[src/rtl/fetch_entry_queue.sv]
// Fetch entry types shared with the frontend/ID stage, and the instruction queue
// that decouples them. Exception entries block further pushes until a flush.
package ariane_pkg;
    typedef struct packed {
        logic [2:0]  cf;
        logic [63:0] predict_address;
    } branchpredict_sbe_t;

    typedef struct packed {
        logic [63:0] cause;
        logic [63:0] tval;
        logic        valid;
    } exception_t;

    typedef struct packed {
        logic [63:0]        address;
        logic [31:0]        instruction;
        branchpredict_sbe_t branch_predict;
        exception_t         ex;
    } fetch_entry_t;
endpackage

// Circular-buffer FIFO of fetch entries; ready/valid: a transfer happens on a
// rising edge where valid and ready are both high, valid never waits on ready.
module fetch_entry_queue #(
    parameter int unsigned DEPTH = 4
) (
    input  logic                           clk_i,
    input  logic                           rst_i,
    input  logic                           flush_i,
    input  ariane_pkg::fetch_entry_t       fetch_entry_i,
    input  logic                           fetch_entry_valid_i,
    output logic                           fetch_entry_ready_o,
    output ariane_pkg::fetch_entry_t       fetch_entry_o,
    output logic                           fetch_entry_valid_o,
    input  logic                           fetch_entry_ready_i,
    output logic [$clog2(DEPTH):0]         usage_o,
    output logic                           ex_blocked_o
);
    localparam int unsigned PW = $clog2(DEPTH);
    localparam int unsigned CW = PW + 1;

    ariane_pkg::fetch_entry_t r_mem [DEPTH];
    logic [PW-1:0] r_rd_ptr;
    logic [PW-1:0] r_wr_ptr;
    logic [CW-1:0] r_count;
    logic          r_ex_blocked;

    logic w_full;
    logic w_push;
    logic w_pop;

    assign w_full              = (r_count == CW'(DEPTH));
    assign fetch_entry_ready_o = !w_full && !r_ex_blocked && !flush_i;
    assign fetch_entry_valid_o = (r_count != '0) && !flush_i;
    assign fetch_entry_o       = r_mem[r_rd_ptr];
    assign usage_o             = r_count;
    assign ex_blocked_o        = r_ex_blocked;

    // ready/valid already exclude flush, so neither transfer can fire in a flush cycle
    assign w_push = fetch_entry_valid_i && fetch_entry_ready_o;
    assign w_pop  = fetch_entry_valid_o && fetch_entry_ready_i;

    always_ff @(posedge clk_i or posedge rst_i) begin
        if (rst_i) begin
            r_rd_ptr     <= '0;
            r_wr_ptr     <= '0;
            r_count      <= '0;
            r_ex_blocked <= 1'b0;
        end else if (flush_i) begin
            r_rd_ptr     <= '0;
            r_wr_ptr     <= '0;
            r_count      <= '0;
            r_ex_blocked <= 1'b0;
        end else begin
            if (w_push) begin
                r_wr_ptr <= r_wr_ptr + PW'(1);
            end
            if (w_pop) begin
                r_rd_ptr <= r_rd_ptr + PW'(1);
            end
            if (w_push && !w_pop) begin
                r_count <= r_count + CW'(1);
            end else if (w_pop && !w_push) begin
                r_count <= r_count - CW'(1);
            end
            if (w_push && fetch_entry_i.ex.valid) begin
                r_ex_blocked <= 1'b1;
            end
        end
    end

    // Payload storage is not reset; only occupancy state decides what is visible.
    always_ff @(posedge clk_i) begin
        if (w_push) begin
            r_mem[r_wr_ptr] <= fetch_entry_i;
        end
    end
endmodule

[config.mk]
export PLATFORM = sky130hd
export DESIGN_NAME = fetch_entry_queue
export DESIGN_NICKNAME = d
export VERILOG_FILES = /design/src/rtl/fetch_entry_queue.sv
export SDC_FILE = /design/constraint.sdc
export NUM_CORES = 1
export LEC_CHECK = 0
export CAP_MARGIN = 25
export CORE_MARGIN = 2
export CORE_UTILIZATION = 54
export DETAILED_ROUTE_END_ITERATION = 10
export GPL_ROUTABILITY_DRIVEN = 0
export GPL_TIMING_DRIVEN = 0
export PLACE_DENSITY = 0.76
export SLEW_MARGIN = 20
export SYNTH_ARGS = -nofsm -noshare
export SYNTH_HDL_FRONTEND = slang
export SYNTH_SLANG_ARGS = --single-unit
[constraint.sdc]
create_clock -name clk_i -period 10.7 [get_ports clk_i]
set_input_delay 2.14 -clock clk_i [delete_from_list [all_inputs] [get_ports clk_i]]
set_output_delay 2.14 -clock clk_i [all_outputs]
set_load 0.1 [all_outputs]
After elaboration in Yosys (flattened, before gate mapping)
Memory sizes are Yosys's and may differ from the RTL's.
Index checks and enable logic that the tools add are counted.
{"block": "op_classes", "addsub": 4, "n_eq_ne": 1, "mux": 11, "reduce_logical": 18}
{"operator": "$mux 3", "n": 3}
{"operator": "$logic_and 1x1->1", "n": 8}
{"operator": "$mux 2", "n": 4}
{"operator": "$reduce_bool 2->1", "n": 3}
{"operator": "$reduce_bool 3->1", "n": 2}
{"operator": "$logic_not 1->1", "n": 5}
{"operator": "$add 2x1->2 const B", "n": 2}
{"operator": "$mux 1", "n": 4}
{"operator": "$add 3x1->3 const B", "n": 1}
{"operator": "$eq 3x3->1 const B", "n": 1}
{"operator": "$sub 3x1->3 const B", "n": 1}
{"block": "totals", "regBits": 8, "ramBits": 1168, "output_inout_bits": 298, "wordCells": 39, "mem_count": 1}
{"name": "r_mem", "depth": 4, "width": 292, "read_ports": 1, "rd_ports_with_merged_regs": 0, "wr": 1, "line": "43", "rtl": "ariane_pkg::fetch_entry_t r_mem [DEPTH];"}

Depth between registers and ports, before layout
{"block": "depth", "ltp_word": 10, "mapped_depth": 9}

Worst setup path after synthesis
OpenSTA, ideal clock, no wires.
{"block": "synth_timing", "path_kind": "input-to-reg", "startpoint": "in flush_i", "endpoint": "mem r_mem[0][0] (netlist name) (enable)", "setup_ps": 692, "arrival_ps": 9540, "slack_ps": 468, "path_stages": 4, "path_cell_list": "or3b_4 > nor2_4 > buf_2 > and2_1"}
{"block": "synth_via", "elab_chain_len": 5}
{"element": "start, declared", "line": "30", "rtl": "input logic flush_i,"}
{"element": "$logic_not 1->1", "line": "54", "rtl": "assign fetch_entry_ready_o = !w_full && !r_ex_blocked && !flush_i;"}
{"element": "$logic_and 1x1->1", "line": "54"}
{"element": "$logic_and 1x1->1", "line": "61", "rtl": "assign w_push = fetch_entry_valid_i && fetch_entry_ready_o;"}
{"element": "$mux 1", "line": "95", "rtl": "if (w_push) begin"}
{"element": "$mux 1 (implied by the code)", "line": "96", "rtl": "r_mem[r_wr_ptr] <= fetch_entry_i;"}
{"element": "end, declared", "line": "43"}
Every way passes these cells.

Final worst setup path
{"block": "layout_timing", "startpoint": "in flush_i", "endpoint": "out fetch_entry_ready_o"}
{"block": "layout_via", "elab_chain_len": 2}
{"element": "$logic_not 1->1", "line": "54"}
{"element": "$logic_and 1x1->1", "line": "54"}
{"element": "end, declared", "line": "33", "rtl": "output logic fetch_entry_ready_o,"}
Every way passes these cells.

==> results.sh <==
export IMPL_syn_nets=1891
export IMPL_holdWs_ps=608
export IMPL_start_util_pct=54.7
export IMPL_synthTopCellsByArea="edfxtp_1 (82%), mux4_2 (15%), dfrtp_1 (0.47%)"
export IMPL_ys_ff_latch=1176
export IMPL_grt_use_total_pct=23.6
export IMPL_hold_path_class="reg2reg"
export IMPL_dpl_cell_area_um2=50700
export IMPL_htreeDepth=3
export IMPL_nFillCells=4432
export IMPL_yosys_warnings=0
export IMPL_status="finished, final reports clean"
export IMPL_grt_max_degree=47
export IMPL_drc=0
export IMPL_async_reset_ff_share_pct=0.680
export IMPL_area_growth_pct=28.4
export IMPL_post_route_util_pct=70.3
export IMPL_p_leak_uw=0.0172
export IMPL_grtUsageMet3_pct=6.86
export IMPL_cts_root_buf="clkbuf_16"
export IMPL_design_area_um2=54600
export IMPL_vias=19900
export IMPL_avgSynthCellArea_um2=26.8
export IMPL_cp_max_fo=10
export IMPL_grt_pass1_vias=21200
export IMPL_die_w_um=285
export IMPL_hold_violations=0
export IMPL_fmax_mhz=157
export IMPL_r2r_slack_ps=7420
export IMPL_setup_slack_ps=4350
export IMPL_wl_um=95200
export IMPL_period_needed_ps=6350
export IMPL_post_drt_wl_per_cell_um=27.3
export IMPL_fin_crit_sh_pct=59.4
export IMPL_met1_usage_pct=29.6
export IMPL_cts_buffers=114
export IMPL_place_ws_ps=4330
export IMPL_nets=2639
export IMPL_num_rows=102
export IMPL_ctsHoldBuffers=0
export IMPL_rsz0062_at_grt="no"
export IMPL_viasPerCell=5.72
export IMPL_drv_slew=0
export IMPL_synth_cell_area_um2=42500
export IMPL_cts_buffer_depth=3
export IMPL_core_area_um2=77700
export IMPL_finClkSkew_ps=50.5
export IMPL_path_clk_slew_ps=60
export IMPL_r2r_end="r_mem[0][34]"
export IMPL_initialDrtViolationCount=1642
export IMPL_netlist_area_leader_share_pct=82.5
export IMPL_synth_most_common_cell="edfxtp_1"
export IMPL_power_density_nw_per_um2=291
export IMPL_clk_latency_ps=670
export IMPL_syn_inst=1589
export IMPL_portBuffers=594
export IMPL_die_h_um=285
export IMPL_r2r_start="ex_blocked_o"
export IMPL_busiest_layer="met2"
export IMPL_ios=595
export IMPL_drive_gt1_share_pct=22.9
export IMPL_layoutNonFillerInstCount=3486
export IMPL_yosysTopAreaCell="edfxtp_1"
export IMPL_seq_area_frac_synth_pct=82.9
export IMPL_cp_startpoint="flush_i"
export IMPL_die_area_um2=81000
export IMPL_grt_pass1_wl_um=140000
export IMPL_synth_common_cells="edfxtp_1 (1,168), mux4_2 (292), buf_2 (36)"
export IMPL_critPathArrivalTime_ps=4210
export IMPL_dp_cells=3260
export IMPL_cts_resized=0
export IMPL_grt_overflow_total=0
export IMPL_worst_setup_path_type="in2out"
export IMPL_critical_path_endpoint="fetch_entry_ready_o"
export IMPL_tightest_slew_ps=1110
export IMPL_gr_usage_met2_pct=40.3
export IMPL_slew_headroom_pct=25.6
export IMPL_synth_edf_count=1168
export IMPL_cts_sinks=1176
export IMPL_first_pass_iters=5
export IMPL_setup_violations=0
export IMPL_cap_viol_max_count=0
export IMPL_synthFlopType="edfxtp_1"
export IMPL_end_kind="primary output"
export IMPL_hpwl_um=61900
export IMPL_synth_distinct_cells=28
export IMPL_reg2reg_depth=7
export IMPL_antenna_found_initial=15
export IMPL_min_path_cells=1
export IMPL_ir_drop_uv=240
export IMPL_cts_setup_buffers=0
export IMPL_start_kind="input port"
export IMPL_ant_nets=0
export IMPL_crit_required_ps=8560
export IMPL_cts_tree="yes"
## layer usage
metal,vias up,share of wire (%),wire (um)
li1,8450,-,-
met1,10500,36,34400
met2,837,52,49900
met3,148,9.0,8550
met4,10,2.4,2280
met5,-,0.066,63
## cell usage in the layout, fill, tap and decap left out, types with 11 or more instances in the layout
cell type	Yosys	routed
buf_12	0	14
clkbuf_16	0	115
edfxtp_1	1168	1168
clkdlybuf4s50_1	0	592
mux4_2	292	292
clkbuf_1	29	46
buf_2	36	38
clkinv_2	0	31
diode_2	0	11
buf_16	0	24
clkinv_1	0	22
bufinv_16	0	16
## cell type report
cell class,instances,area [um2],share of cell area (%)
inverter,8,30.0,0.0550
antenna,11,27.5,0.0504
clock inverter,79,881,1.61
multi-input combinational,336,6930,12.7
timing repair buffer,632,6880,12.6
buffer,69,319,0.584
tap,1040,1300,2.38
sequential,1176,35300,64.6
clock buffer,135,2980,5.46
## metrics by stage
| step | power [uW] | setup TNS, ps |
|---|---|---|
| 2_1_floorplan | 10400 | 0 |
| 3_3_place_gp | 11900 | -6165240 |
| 3_5_place_dp | 12000 | 0 |
| 4_1_cts | 16000 | 0 |
| 5_1_grt | 16300 | 0 |
| 6_report | 15900 | 0 |
## flip-flops by register name, summed over array words and instances (netlist names)
register and cells:
r_mem 1168, usage_o 3, r_rd_ptr 2, r_wr_ptr 2, ex_blocked_o 1
## cell families after synthesis
kind of cell | after synthesis | synth area share, %
DFF | 1176 | 82.9
muxes | 293 | 15.5
buffers and inverters | 77 | 0.821
and+or+nand+nor | 26 | 0.356
AOI/OAI and AO/OA | 9 | 0.188
adders and majority gates | 5 | 0.165
xor gates and xnor gates | 3 | 0.0618
## power breakdown
part           switching, uW  internal, uW  total, uW
clock network           1660          2380       4050
registers               63.2          5340       5410
logic                   4660          1770       6430
total                   6390          9500      15900
## critical path: stages
cell and delay [ps]:
clkdlybuf4s50_1 420, clkbuf_1 240, nor3_1 250, clkdlybuf4s50_1 1160
## worst min-delay path by stage
stage                            start            to  slack [ps]
after CTS                 ex_blocked_o  ex_blocked_o         600
final                     ex_blocked_o  ex_blocked_o         610
after global placement     r_wr_ptr[0]   r_wr_ptr[0]         560
after global routing      ex_blocked_o  ex_blocked_o         640
after detailed placement  ex_blocked_o  ex_blocked_o         590
after floorplan            r_wr_ptr[0]   r_wr_ptr[0]         550
(Power assumes the default switching activity.)
